<file path="src/rtl/stopwatch_if.sv">
// stopwatch_if: button levels and datapath status in, one-cycle datapath commands and status out
interface stopwatch_if;
   logic       start, stop, clr, dir, at_zero, at_max;
   logic       cnt_en, cnt_up, clear_o, load_max, running, done;
   logic [1:0] state_o;
   modport master (
      input  start, stop, clr, dir, at_zero, at_max,
      output cnt_en, cnt_up, clear_o, load_max, running, done, state_o
   );
   modport slave (
      output start, stop, clr, dir, at_zero, at_max,
      input  cnt_en, cnt_up, clear_o, load_max, running, done, state_o
   );
endinterface

</file>
<file path="src/rtl/stopwatch_ctrl.sv">
// stopwatch_ctrl: button edge detection, run/pause/done FSM and 0.1 s timebase for the BCD counter chain
module stopwatch_ctrl #(
   parameter int unsigned TICK_DIV = 10000,
   parameter int unsigned PW       = 14
) (
   input logic         clk,
   input logic         rst,
   stopwatch_if.master sw
);
   typedef enum logic [1:0] {IDLE, RUN, PAUSE, DONE} state_t;
   state_t        state;
   logic [PW-1:0] presc;
   logic          start_q, stop_q, clr_q;
   logic          start_p, stop_p, clr_p, wrap, terminal;
   assign start_p  = sw.start & ~start_q;
   assign stop_p   = sw.stop & ~stop_q;
   assign clr_p    = sw.clr & ~clr_q;
   assign wrap     = presc == PW'(TICK_DIV - 1);
   assign terminal = sw.cnt_up ? sw.at_max : sw.at_zero;
   assign sw.state_o = state;
   assign sw.running = state == RUN;
   assign sw.done    = state == DONE;
   always_ff @(posedge clk or posedge rst) begin
      if (rst) begin
         state       <= IDLE;
         presc       <= '0;
         start_q     <= 1'b0;
         stop_q      <= 1'b0;
         clr_q       <= 1'b0;
         sw.cnt_up   <= 1'b1;
         sw.cnt_en   <= 1'b0;
         sw.clear_o  <= 1'b0;
         sw.load_max <= 1'b0;
      end else begin
         start_q     <= sw.start;
         stop_q      <= sw.stop;
         clr_q       <= sw.clr;
         sw.cnt_en   <= 1'b0;
         sw.clear_o  <= 1'b0;
         sw.load_max <= 1'b0;
         if (clr_p) begin
            state      <= IDLE;
            presc      <= '0;
            sw.clear_o <= 1'b1;
         end else begin
            case (state)
               IDLE: if (start_p) begin
                  state       <= RUN;
                  presc       <= '0;
                  sw.cnt_up   <= sw.dir;
                  sw.clear_o  <= sw.dir & sw.at_max;
                  sw.load_max <= ~sw.dir & sw.at_zero;
               end
               // the edge that leaves RUN on a stop still advances the prescaler
               RUN: begin
                  presc     <= wrap ? '0 : presc + 1'b1;
                  sw.cnt_en <= wrap & ~terminal;
                  if (stop_p) state <= PAUSE;
                  else if (wrap && terminal) state <= DONE;
               end
               PAUSE: if (start_p) state <= RUN;
               DONE: ;
            endcase
         end
      end
   end
endmodule

</file>
<file path="src/flat_wrapper.sv">
// flat-port wrapper written by rule: the top's interface ports become plain ports
module stopwatch_ctrl_flat 
#(
   parameter int unsigned TICK_DIV = 10000,
   parameter int unsigned PW       = 14
)
  (clk, rst, sw_start, sw_stop, sw_clr, sw_dir, sw_at_zero, sw_at_max, sw_cnt_en, sw_cnt_up, sw_clear_o, sw_load_max, sw_running, sw_done, sw_state_o);
  stopwatch_if sw_i ();
  input logic clk;
  input logic rst;
  input wire logic [$bits(sw_i.start)-1:0] sw_start;
  input wire logic [$bits(sw_i.stop)-1:0] sw_stop;
  input wire logic [$bits(sw_i.clr)-1:0] sw_clr;
  input wire logic [$bits(sw_i.dir)-1:0] sw_dir;
  input wire logic [$bits(sw_i.at_zero)-1:0] sw_at_zero;
  input wire logic [$bits(sw_i.at_max)-1:0] sw_at_max;
  output wire logic [$bits(sw_i.cnt_en)-1:0] sw_cnt_en;
  output wire logic [$bits(sw_i.cnt_up)-1:0] sw_cnt_up;
  output wire logic [$bits(sw_i.clear_o)-1:0] sw_clear_o;
  output wire logic [$bits(sw_i.load_max)-1:0] sw_load_max;
  output wire logic [$bits(sw_i.running)-1:0] sw_running;
  output wire logic [$bits(sw_i.done)-1:0] sw_done;
  output wire logic [$bits(sw_i.state_o)-1:0] sw_state_o;
  assign sw_i.start = sw_start;
  assign sw_i.stop = sw_stop;
  assign sw_i.clr = sw_clr;
  assign sw_i.dir = sw_dir;
  assign sw_i.at_zero = sw_at_zero;
  assign sw_i.at_max = sw_at_max;
  assign sw_cnt_en = sw_i.cnt_en;
  assign sw_cnt_up = sw_i.cnt_up;
  assign sw_clear_o = sw_i.clear_o;
  assign sw_load_max = sw_i.load_max;
  assign sw_running = sw_i.running;
  assign sw_done = sw_i.done;
  assign sw_state_o = sw_i.state_o;
  stopwatch_ctrl #(.TICK_DIV(TICK_DIV), .PW(PW)) u_core (.clk(clk), .rst(rst), .sw(sw_i));
endmodule
</file>
<file path="config.mk">
export PLATFORM = sky130hd
export DESIGN_NAME = stopwatch_ctrl_flat
export DESIGN_NICKNAME = d
export VERILOG_FILES = /design/src/rtl/stopwatch_if.sv /design/src/rtl/stopwatch_ctrl.sv /design/src/flat_wrapper.sv
export SDC_FILE = /design/constraint.sdc
export NUM_CORES = 1
export LEC_CHECK = 0
export CELL_PAD_IN_SITES_DETAIL_PLACEMENT = 0
export CELL_PAD_IN_SITES_GLOBAL_PLACEMENT = 2
export CORE_UTILIZATION = 35
export DETAILED_ROUTE_END_ITERATION = 10
export PLACE_DENSITY = 0.8
export SLEW_MARGIN = 25
export SYNTH_ARGS = -nofsm -noshare
export SYNTH_HDL_FRONTEND = slang
export SYNTH_SLANG_ARGS = --single-unit
</file>
<file path="constraint.sdc">
create_clock -name clk -period 5.15 [get_ports clk]
set_clock_uncertainty 0.2 [all_clocks]
set_input_delay 1.03 -clock clk [delete_from_list [all_inputs] [get_ports clk]]
set_output_delay 1.03 -clock clk [all_outputs]
set_load 0.005 [all_outputs]
</file>
Yosys cells after proc, flatten, opt, wreduce, memory -nomap -nowiden

Index checks and enable logic that the tools add are counted.
W data, S select, Z words.

Register bits after elaboration: 23
Output and inout port bits: 8

Bitwise logic cells: 12
Equal/unequal tests: 7
Multiplexer cells: 18
Reductions and logical operators: 8
Add/subtract/negate cells: 1

Operators with widths:

| cell                    | count |
|---|---|
| $mux W14                | 3 |
| $pmux W14 S2            | 1 |
| $add A14 B1 Y14 const B | 1 |
| $eq A14 B14 Y1 const B  | 1 |
| $mux W1                 | 9 |
| $mux W2                 | 4 |
| $and A1 B1 Y1           | 6 |
| $ne A3 B1 Y1 const B    | 2 |
| $not A1 Y1              | 6 |
| $reduce_and A3 Y1       | 2 |
| $reduce_bool A3 Y1      | 2 |
| $eq A2 B2 Y1 const B    | 2 |
| $ne A4 B1 Y1 const B    | 1 |
| $pmux W2 S2             | 1 |
| $eq A2 B1 Y1 const B    | 1 |
| $logic_not A2 Y1        | 1 |
| $reduce_and A2 Y1       | 1 |
| $reduce_or A2 Y1        | 1 |
| $logic_and A1 B1 Y1     | 1 |

Depth between registers and ports, before layout

Gate-level depths: netlist of run 1.

Word-level depth: 6
Gate-level depth with buffers: 7
Mapped depth without buffers: 5

Least setup slack after synthesis of run 1

No wires, ideal clock.

Path kind: input to register
Start: input sw_start
End: register u_core.presc[13]
Data arrival time: 2.074 ns
Data required time: 4.873 ns
Slack: 2.799 ns
Path buffers: 0
Cell stages on the path: 4
Cells stage by stage: nor3b_4 o311ai_4 or4_1 a21oi_1

Longest elaborated chain between the ends: 3

RTL lines:

| element                     | RTL line             | source |
|---|---|---|
| start: declaration          | flat_wrapper.sv:11   | `input wire logic [$bits(sw_i.start)-1:0] sw_start;` |
| $and A1 B1 Y1               | stopwatch_ctrl.sv:15 | `assign start_p = sw.start & ~start_q;` |
| $ne A3 B1 Y1 (no line)      | --                   |  |
| $reduce_and A2 Y1 (no line) | --                   |  |
| end signal: assignment      | stopwatch_ctrl.sv:56 | `presc <= wrap ? '0 : presc + 1'b1;` |
| end: declaration            | stopwatch_ctrl.sv:12 | `logic [PW-1:0] presc;` |

No other way between the ends.
A chain may end at the register's enable or synchronous reset.

Worst setup path in the final report of run 1

Start: register u_core.state[1] (netlist: u_core.sw.state_o[1])
End: output sw_running

Longest elaborated chain between the ends: 1

RTL lines:

| element                  | RTL line             | source |
|---|---|---|
| start: declaration       | stopwatch_ctrl.sv:11 | `state_t state;` |
| start signal: assignment | stopwatch_ctrl.sv:25 | `state <= IDLE;` |
| start signal: assignment | stopwatch_ctrl.sv:42 | `state <= IDLE;` |
| start signal: assignment | stopwatch_ctrl.sv:48 | `state <= RUN;` |
| $eq A2 B1 Y1             | stopwatch_ctrl.sv:21 | `assign sw.running = state == RUN;` |
| end: declaration         | flat_wrapper.sv:21   | `output wire logic [$bits(sw_i.running)-1:0] sw_running;` |

No other way between the ends.

==> reports/metrics.yaml, run 1 <==
vias: 927
grt_pass1_wl_um: 4091
fin_nets: 137
crit-reg2reg-launch: "u_core.presc[0]"
top_usage_layer: "met2"
synthFlopType: "dfrtp_1"
clk_pin_slew_worst_paths_ns: 0.13
port_buffers: 15
wirelength_um: 2429
num_antenna_cells: 0
worstRegToRegCells: 5
cts_buffers: 3
cp.required_ns: 3.92
rsz0062_at_grt: "no"
max-vdd-ir-drop_uv: 177.1
r2r_setup_slack_ns: 2.57
rows: 20
track_usage_pct: 15.60
tightest_slew_ns: 0.8799
period_needed_ns: 3.292
drive_above_1_share_pct: 7.087
synth_warnings: 0
first_pass_iters: 4
maxSlewViolCount: 0
synth-seq-area-share_pct: 49.95
io_pins: 16
crit_chain: "nor2b_1 > clkdlybuf4s50_1"
path_max_fanout: 9
slowest_delay_ns: 0.64
place_area_mm2: 0.001338
grt_max_degree: 24
dieArea_mm2: 0.003533
fillCellCount: 322
synth_cells: 112
gp_congestion: 0.7778
dp_slack_ns: 1.522
synth_area_mm2: 0.001155
post-route-drc-count: 0
antenna_found_initial: 0
syn_avg_cell_area_um2: 10.31
die_w_um: 59.44
grt-ovfl-total: 0
worstSetupEndpointType: "output port"
syn2layout_area_growth_pct: 18.63
relSlewSlack_pct: 41.34
dp_hpwl_um: 1731
cts.sinks: 23
cts_root_buf: "clkbuf_4"
vias_per_cell: 5.421
postCtsResizedCells: 0
hold_viol: 0
worstSkewPairLatency_ns: 0.32
hold_buffers: 0
p_leak_nw: 0.5378
final_area_mm2: 0.001370
antenna_left: 0
syn-num-nets: 121
coreArea_mm2: 0.003103
min-delay-start: "u_core.stop_q"
final-setup-viol-count: 0
clk_path_buf_depth: 2
cts_tree: "yes"
cts_setup_buffers: 0
timing.fmax_ghz: 0.3038
status: "finished clean"
hold_end: "u_core.sw.state_o[0]"
start_util_pct: 37.22
setup_ws_ns: 1.858
cts-htree-levels: 1
critPathKind: "reg2out"
grt_pass1_vias: 930
synth-seq-cells: 23
yosysUniqueCellTypes: 35
worstPathArrival_ns: 2.06
grt_use_met1_pct: 19.39
r2r-end: "u_core.presc[2]"
p_per_area_mw_per_mm2: 261.8
tns_ns: 0
critPathLaunchType: "flip-flop"
fin_crit_sh_pct: 63.92
drv_cap: 0
synthArstFlopShare_pct: 100.0
die_h_um: 59.44
min-delay-path-class: "reg2reg"
wire_per_inst_um: 14.20
grt_util_met2_pct: 26.48
critPathSlowestCell: "clkdlybuf4s50_1"
grt_util_met3_pct: 2.402
whs_path_depth: 2
synth-edff-count: 0
drtIter0Drc: 16
finalPower_mw: 0.3586
## through the flow
stage / utilization, % / hold slack (ns) / std cells
floorplan: - / 0.3083 / 112
global placement: 43.10 / 0.3472 / 167
detailed placement: 43.10 / 0.3406 / 167
CTS: 43.99 / 0.3671 / 171
global route: 44.15 / 0.3928 / 171
finish: 44.15 / 0.3636 / 171
## cell usage after synthesis, types with 3 or more instances
master	instances	area, um^2
and3_1	3	18.77
buf_2	3	15.01
dfrtp_1	22	550.5
nand2_1	9	33.78
nand3_1	4	20.02
or4_1	5	37.54
nor2_1	4	15.01
nor3_1	3	15.01
o31ai_1	8	60.06
and2_1	3	18.77
a21oi_1	11	55.05
nor2b_1	3	18.77
o21ai_0	4	20.02
inv_1	3	11.26
or3_1	3	18.77
nand4_1	3	18.77
## power breakdown
| part | internal, mW | switching, mW |
|---|---|---|
| combinational | 0.0317 | 0.0345 |
| clock | 0.0291 | 0.0553 |
| sequential | 0.193 | 0.0147 |
| total | 0.254 | 0.105 |
## area by class of cell
class / count / area, um^2 / share of cell area (%)
flip-flops and latches: 23 / 576.8 / 42.10
multi-input cells: 82 / 549.3 / 40.09
repair buffers: 15 / 150.1 / 10.96
well taps: 44 / 55.05 / 4.018
clock buffers: 3 / 22.52 / 1.644
inverters: 3 / 11.26 / 0.8219
clock inverters: 1 / 5.005 / 0.3653
## layout by cell type, fill, tap and decap left out, types with 2 or more instances in the layout
master	count
nand2_1	9
nand4_1	3
dfrtp_1	22
and2_1	3
a21oi_1	11
or3_1	3
o31ai_1	8
inv_1	3
nor3_1	2
xor2_1	2
nand2b_1	2
or4_1	5
and3_1	3
nand3_1	4
nor2_1	4
o21ai_0	4
nor2b_1	3
clkbuf_4	3
clkdlybuf4s50_1	15
## logic make-up (layout without fill, tap and decap cells)
family                   after synthesis  after routing  synth area share, %
multiplexers                           2              2                1.842
adder cells (fa/ha/maj)                1              1                1.083
AND/OR/NAND/NOR                       47             47                24.16
XOR/XNOR                               3              3                2.276
AO/OA/AOI/OAI                         29             29                17.77
buffers and inverters                  7             22                2.925
flip-flops                            23             23                49.95
## routing by layer
metal  wire [um]  vias to the layer above
li1            -                      451
met1        1145                      460
met2        1177                       12
met3          66                        4
met4          39                        0
met5           0                        -
## critical path, delay by kind of cell, from the launching register on
family / cells / cell delay (ns)
buffers and inverters: 1 / 0.64
AND/OR/NAND/NOR: 1 / 0.61
flip-flops: 1 / 0.50
## how the worst max path moves through the flow
stage | startpoint | to | depth (start not counted)
after floorplan | sw_start | u_core.presc[13] | 4
after global placement | sw_clr | u_core.presc[3] | 5
after detailed placement | sw_clr | u_core.presc[3] | 5
after CTS | sw_clr | u_core.presc[2] | 5
after global routing | u_core.sw.state_o[1] | sw_running | 2
final | u_core.sw.state_o[1] | sw_running | 2
## flip-flops by register name, summed over array words and instances, names as in the netlist
signal	flops
u_core.presc	14
u_core.sw.cnt_en	1
u_core.stop_q	1
u_core.sw.clear_o	1
u_core.sw.load_max	1
u_core.sw.state_o	2
u_core.start_q	1
u_core.sw.cnt_up	1
u_core.clr_q	1
Power figures use the tool's default switching activity.
==> run 2, diff against run 1 <==
--- a/config.mk
+++ b/config.mk
@@ -7,9 +7,9 @@
 export LEC_CHECK = 0
 export CELL_PAD_IN_SITES_DETAIL_PLACEMENT = 0
 export CELL_PAD_IN_SITES_GLOBAL_PLACEMENT = 2
-export CORE_UTILIZATION = 35
+export CORE_UTILIZATION = 30
 export DETAILED_ROUTE_END_ITERATION = 10
-export PLACE_DENSITY = 0.8
+export PLACE_DENSITY = 0.73
 export SLEW_MARGIN = 25
 export SYNTH_ARGS = -nofsm -noshare
 export SYNTH_HDL_FRONTEND = slang
==> constraint.sdc (replaced) <==
create_clock -name clk -period 2.79 [get_ports clk]
set_clock_uncertainty 0.2 [all_clocks]
set_input_delay 0.558 -clock clk [delete_from_list [all_inputs] [get_ports clk]]
set_output_delay 0.558 -clock clk [all_outputs]
set_load 0.005 [all_outputs]
==> run 2 against run 1 <==
  * Power grew 100%
  * Utilization shrank 5.3 points
  * Clock power grew 150%
  * Critical endpoint is now u_core.presc[2]
  * Critical path type is now reg2reg
  * Worst setup slack got worse by 1.5 ns
  * Worst hold slack lost 0.0084 ns
  * Non-clock buffer count up 6
  * Design area grew 4.6%
  * Sequential power grew 86%
  * Via count increased by 1.3%
  * Highest routed layer unchanged
  * Wire length increased by 5.6%
  * Flip-flop and latch count unchanged
==> reports/metrics.yaml, run 2 (synthesis results as in run 1) <==
status: "finished clean"
rsz0062_at_grt: "no"
path_max_fanout: 11  # +2
die_w_um: 64.05  # +7.7%
min-delay-path-class: "reg2reg"
dp_hpwl_um: 1889  # +9.1%
antenna_left: 0  # unchanged
cts_root_buf: "clkbuf_8"
crit-reg2reg-launch: "u_core.presc[0]"
post-route-drc-count: 0  # unchanged
num_antenna_cells: 0  # unchanged
worstSetupEndpointType: "flip-flop"
port_buffers: 15  # unchanged
vias: 939  # +1.3%
cts_buffers: 3  # unchanged
worstRegToRegCells: 5  # unchanged
cts_tree: "yes"
track_usage_pct: 14.27  # -1.3 points
power_frac_clock_pct: 28.5  # +5.0 points
drv_cap: 0  # unchanged
rows: 22  # +10%
grt-ovfl-total: 0  # unchanged
hold_buffers: 0  # unchanged
io_pins: 16  # unchanged
r2r-end: "u_core.presc[2]"
wirelength_um: 2564  # +5.6%
die_h_um: 64.05  # +7.7%
p_int_mw: 0.5249  # +110%
grt_max_degree: 24  # unchanged
drtIter0Drc: 42  # +26
layout_commonest_cell: "dfrtp_1"
postCtsResizedCells: 0  # unchanged
clk_path_buf_depth: 2  # unchanged
hold_viol: 0  # unchanged
final_cell_mix: "dfrtp_1 (22), clkdlybuf4s50_1 (15), a21oi_1 (11), nand2_1 (9), o31ai_1 (8)"
first_pass_iters: 4  # unchanged
p_sw_share_pct: 27.60  # -1.6 points
clk_pin_slew_worst_paths_ns: 0.08  # -0.05 ns
largest_reg_flops: 14  # unchanged
start_util_pct: 31.31  # -5.9 points
wire_per_inst_um: 14.17  # -0.27%
fin_crit_sh_pct: 88.13
maxSlewViolCount: 0  # unchanged
p_leak_nw: 0.5707  # +6.1%
pwr-share-seq_pct: 53.2  # -4.8 points
fillCellCount: 391  # +21%
cts.sinks: 23  # unchanged
finalPower_mw: 0.7250  # +100%
syn2layout_area_growth_pct: 24.05
cp.required_ns: 2.70  # -1.22 ns
critPathLaunchType: "flip-flop"
timing.fmax_ghz: 0.4067
final-setup-viol-count: 0  # unchanged
drive_above_1_share_pct: 9.774  # +2.7 points
switchingPower_mw: 0.2001  # +91%
cp-endpoint: "u_core.presc[2]"
p_per_area_mw_per_mm2: 506.0  # +93%
fin_nets: 143  # +4.4%
relSlewSlack_pct: 41.80  # +0.46 points
r2r_setup_slack_ns: 0.33  # -2.24 ns
crit_start: "u_core.presc[0]"
grt_pass1_vias: 957  # +2.9%
grt_pass1_wl_um: 4533  # +11%
top_register: "u_core.presc"
worstSkewPairLatency_ns: 0.26  # -0.06 ns
period_needed_ns: 2.459
dieArea_mm2: 0.004102  # +16%
tightest_slew_ns: 0.8730  # -0.006894 ns
max-vdd-ir-drop_uv: 210.7  # +19%
worstPathArrival_ns: 2.37  # +0.31 ns
p_comb_share_pct: 18.3  # -0.2 points
coreArea_mm2: 0.003689  # +19%
vias_per_cell: 5.188  # -4.3%
utilization_pct: 38.84  # -5.3 points
critPathKind: "reg2reg"
cts-htree-levels: 1  # unchanged
gp_congestion: 0.7016  # -9.8%
antenna_found_initial: 0  # unchanged
tns_ns: 0  # unchanged
cts_setup_buffers: 0  # unchanged
-- run 2: cell count changes in the layout (fill, tap and decap cells not counted) --
cell / delta
clkinv_2: -1
clkbuf_8: +3
buf_4: +6
clkbuf_4: -3
clkbuf_1: +1
nor3_1: +1
nor3_2: -1
-- run 2: critical path, cell delays in order, from the launching register on --
cell and delay, ns:
dfrtp_1 0.48, ha_1 0.29, nor4bb_1 0.29, nand4_1 0.18, a21oi_1 0.74, nor2_1 0.13
-- run 2: worst min-delay path by stage --
stage | from | slack (ns) | cells after the start | end
floorplan | u_core.presc[7] | 0.31 | 1 | u_core.presc[7]
detailed placement | u_core.presc[3] | 0.34 | 2 | u_core.presc[3]
global route | u_core.presc[13] | 0.39 | 2 | u_core.presc[13]
CTS | u_core.presc[13] | 0.36 | 2 | u_core.presc[13]
finish | u_core.presc[3] | 0.36 | 2 | u_core.presc[3]
global placement | u_core.stop_q | 0.33 | 2 | u_core.sw.state_o[0]
-- run 2: routing by layer --
metal	vias up	GRT usage, %	share of wire (%)
met5	-	0	0
li1	464	-	-
met2	13	24.87	49
met3	2	2.143	2.1
met1	460	17.71	48
met4	0	5.114	0.66
-- run 2: cell type report --
cell class                 count  area [um^2]  area share (%)
clock buffer                   4        45.04           3.144
inverter                       3        11.26          0.7860
multi-input combinational     82        544.3           37.99
sequential                    23        576.8           40.26
tap                           48        60.06           4.192
timing repair buffer          21        195.2           13.62
-- run 2: power groups by stage --
stage | logic, mW | clock network (mW) | registers [mW]
floorplan | 0.0762 | 0 | 0.386
global placement | 0.132 | 0 | 0.391
detailed placement | 0.134 | 0 | 0.392
CTS | 0.135 | 0.212 | 0.386
global route | 0.148 | 0.229 | 0.390
finish | 0.132 | 0.207 | 0.386
-- run 2: through the flow --
stage | hold slack (ns) | setup slack, ns | instances | cell area (um^2)
2_1_floorplan | 0.3083 | 0.9058 | 112 | 1155
3_3_place_gp | 0.3331 | 0.1439 | 177 | 1388
3_5_place_dp | 0.3409 | 0.07602 | 177 | 1388
4_1_cts | 0.3620 | 0.2933 | 181 | 1433
5_1_grt | 0.3902 | 0.05279 | 181 | 1433
6_report | 0.3552 | 0.3312 | 181 | 1433
==> run 3, diff against run 2 <==
--- a/config.mk
+++ b/config.mk
@@ -7,9 +7,11 @@
 export LEC_CHECK = 0
 export CELL_PAD_IN_SITES_DETAIL_PLACEMENT = 0
 export CELL_PAD_IN_SITES_GLOBAL_PLACEMENT = 2
+export CORE_ASPECT_RATIO = 0.75
 export CORE_UTILIZATION = 30
 export DETAILED_ROUTE_END_ITERATION = 10
 export PLACE_DENSITY = 0.73
+export SKIP_CTS_REPAIR_TIMING = 1
 export SLEW_MARGIN = 25
 export SYNTH_ARGS = -nofsm -noshare
 export SYNTH_HDL_FRONTEND = slang
==> run 3 against run 2 <==
  * Worst setup slack better by 0.14 ns
  * Clock power hardly changed
  * Non-clock buffer count fell by 1
  * Count of clock-buffer cells in the layout unchanged
  * Design area fell by 0.17%
  * Sequential power about the same
  * Critical path type is now in2reg
  * Critical endpoint is now u_core.presc[6]
  * Highest routed layer unchanged
==> reports/metrics.yaml, run 3 (synthesis results as in run 1) <==
p_sw_share_pct: 27.44  # -0.15 points
vias_per_cell: 4.918  # -5.2%
dp_hpwl_um: 1844  # -2.4%
crit_chain: "clkdlybuf4s50_1 > nor2b_1 > nor3_1 > buf_4 > o21ai_0 > a21oi_1"
grt-ovfl-total: 0  # unchanged
worstSkewPairLatency_ns: 0.26  # about the same
io_pins: 16  # unchanged
drtIter0Drc: 40  # -4.8%
r2r_setup_slack_ns: 0.62  # +0.29 ns
port_buffers: 15  # unchanged
relSlewSlack_pct: 48.27  # +6.5 points
slowest_delay_ns: 0.65  # -0.09 ns
multi_input_area_um2: 544.3  # unchanged
worstRegToRegCells: 6  # +1
grt_max_degree: 24  # unchanged
cp_num_cells: 6  # +1
timing.fmax_ghz: 0.4320  # +6.2%
clk_pin_slew_worst_paths_ns: 0.08  # about the same
antenna_found_initial: 0  # unchanged
p_leak_nw: 0.5663  # -0.78%
final_cell_mix: "dfrtp_1 (22), clkdlybuf4s50_1 (15), a21oi_1 (11), nand2_1 (9), o31ai_1 (8)"
rows: 19  # -14%
final-setup-viol-count: 0  # unchanged
fin_nets: 142  # -0.70%
grt_pass1_wl_um: 4084  # -9.9%
post-route-drc-count: 0  # unchanged
gp_congestion: 0.7515  # +7.1%
worstPathArrival_ns: 2.31  # -0.06 ns
vias: 905  # -3.6%
cp_num_buf_inv: 2  # +2
fin_crit_sh_pct: 82.96  # -5.2 points
drv_cap: 0  # unchanged
critPathSlowestCell: "nor3_1"
drive_above_1_share_pct: 9.091  # -0.68 points
cts_buffers: 3  # unchanged
grt_pass1_vias: 823  # -14%
cts.sinks: 23  # unchanged
p_int_mw: 0.5270  # +0.40%
hold_viol: 0  # unchanged
min-delay-path-class: "reg2reg"
period_needed_ns: 2.315  # -0.1441 ns
path_max_fanout: 8  # -3
switchingPower_mw: 0.1993  # -0.37%
p_comb_share_pct: 18.5  # +0.2 points
antenna_left: 0  # unchanged
register_area_um2: 576.8  # unchanged
rsz0062_at_grt: "no"
critPathKind: "in2reg"
syn2layout_area_growth_pct: 23.84
tightest_slew_ns: 0.7700  # -0.1030 ns
power_frac_clock_pct: 28.4  # about the same
cts_tree: "yes"
crit_family: "simple AND/OR/NAND/NOR gates"
wire_per_inst_um: 13.42  # -5.3%
cts-htree-levels: 1  # unchanged
num_antenna_cells: 0  # unchanged
worstSetupEndpointType: "flip-flop"
p_per_area_mw_per_mm2: 507.9  # +0.36%
max-vdd-ir-drop_uv: 253.8  # +20%
pwr-share-seq_pct: 53.1  # about the same
dieArea_mm2: 0.004104  # about the same
first_pass_iters: 4  # unchanged
die_h_um: 55.73  # -13%
layout_commonest_cell: "dfrtp_1"
die_w_um: 73.64  # +15%
maxSlewViolCount: 0  # unchanged
cp.required_ns: 2.78  # +0.08 ns
whs_path_depth: 2  # unchanged
finalPower_mw: 0.7263  # +0.19%
track_usage_pct: 13.22  # -1.1 points
top_register: "u_core.presc"
start_util_pct: 31.54  # +0.24 points
largest_reg_flops: 14  # unchanged
tns_ns: 0  # unchanged
wirelength_um: 2469  # -3.7%
status: "finished clean"
clk_path_buf_depth: 2  # unchanged
critPathLaunchType: "input pin"
fillCellCount: 392  # +0.26%
coreArea_mm2: 0.003661  # -0.75%
cts_root_buf: "clkbuf_8"
run 3: stage by stage:
step | utilization [%] | hold slack (ns) | worst slack (ns) | instances | cell area [um^2]
after floorplan | - | 0.3083 | 0.9058 | 112 | 1155
after global placement | 37.83 | 0.3299 | 0.2443 | 180 | 1385
after detailed placement | 37.83 | 0.3347 | 0.2211 | 180 | 1385
after CTS | 39.06 | 0.3456 | 0.4902 | 184 | 1430
after global routing | 39.06 | 0.3779 | 0.3332 | 184 | 1430
final | 39.06 | 0.3495 | 0.4753 | 184 | 1430
run 3: layer usage:
metal  global-route usage, %  share of wire, %  vias to the layer above
li1                        -                 -                      459
met1                   19.38                54                      431
met2                   18.61                43                       13
met3                   4.348               2.6                        2
met4                   3.297              0.61                        0
met5                       0                 0                        -
run 3: cell type report:
| type | instances | share of cell area, % |
|---|---|---|
| Sequential cell | 23 | 40.33 |
| Multi-Input combinational cell | 82 | 38.06 |
| Timing Repair Buffer | 20 | 13.12 |
| Tap cell | 52 | 4.549 |
| Inverter | 3 | 0.7874 |
| Clock buffer | 4 | 3.150 |
run 3: path summary, 6_finish.rpt:
path                                           start                   end
worst min-delay path                   u_core.stop_q  u_core.sw.state_o[0]
worst max-delay path                          sw_clr       u_core.presc[6]
max in group asynchronous                        rst      u_core.sw.cnt_up
min in group asynchronous                        rst       u_core.presc[7]
worst max register to register  u_core.sw.state_o[1]       u_core.presc[6]
worst min register to register         u_core.stop_q  u_core.sw.state_o[0]
run 3: power by group through the flow:
stage          Sequential (mW)  Combinational (mW)  Clock [mW]
3_3_place_gp             0.390               0.135           0
4_1_cts                  0.386               0.136       0.216
6_report                 0.385               0.134       0.207
3_5_place_dp             0.392               0.136           0
2_1_floorplan            0.386              0.0762           0
5_1_grt                  0.389               0.148       0.230
run 3: worst register-to-register path: stages (launching register included):
cell and delay (ns):
dfrtp_1 0.49, nor2b_1 0.10, buf_4 0.18, nor3_1 0.64, buf_4 0.25, o21ai_0 0.09, a21oi_1 0.15
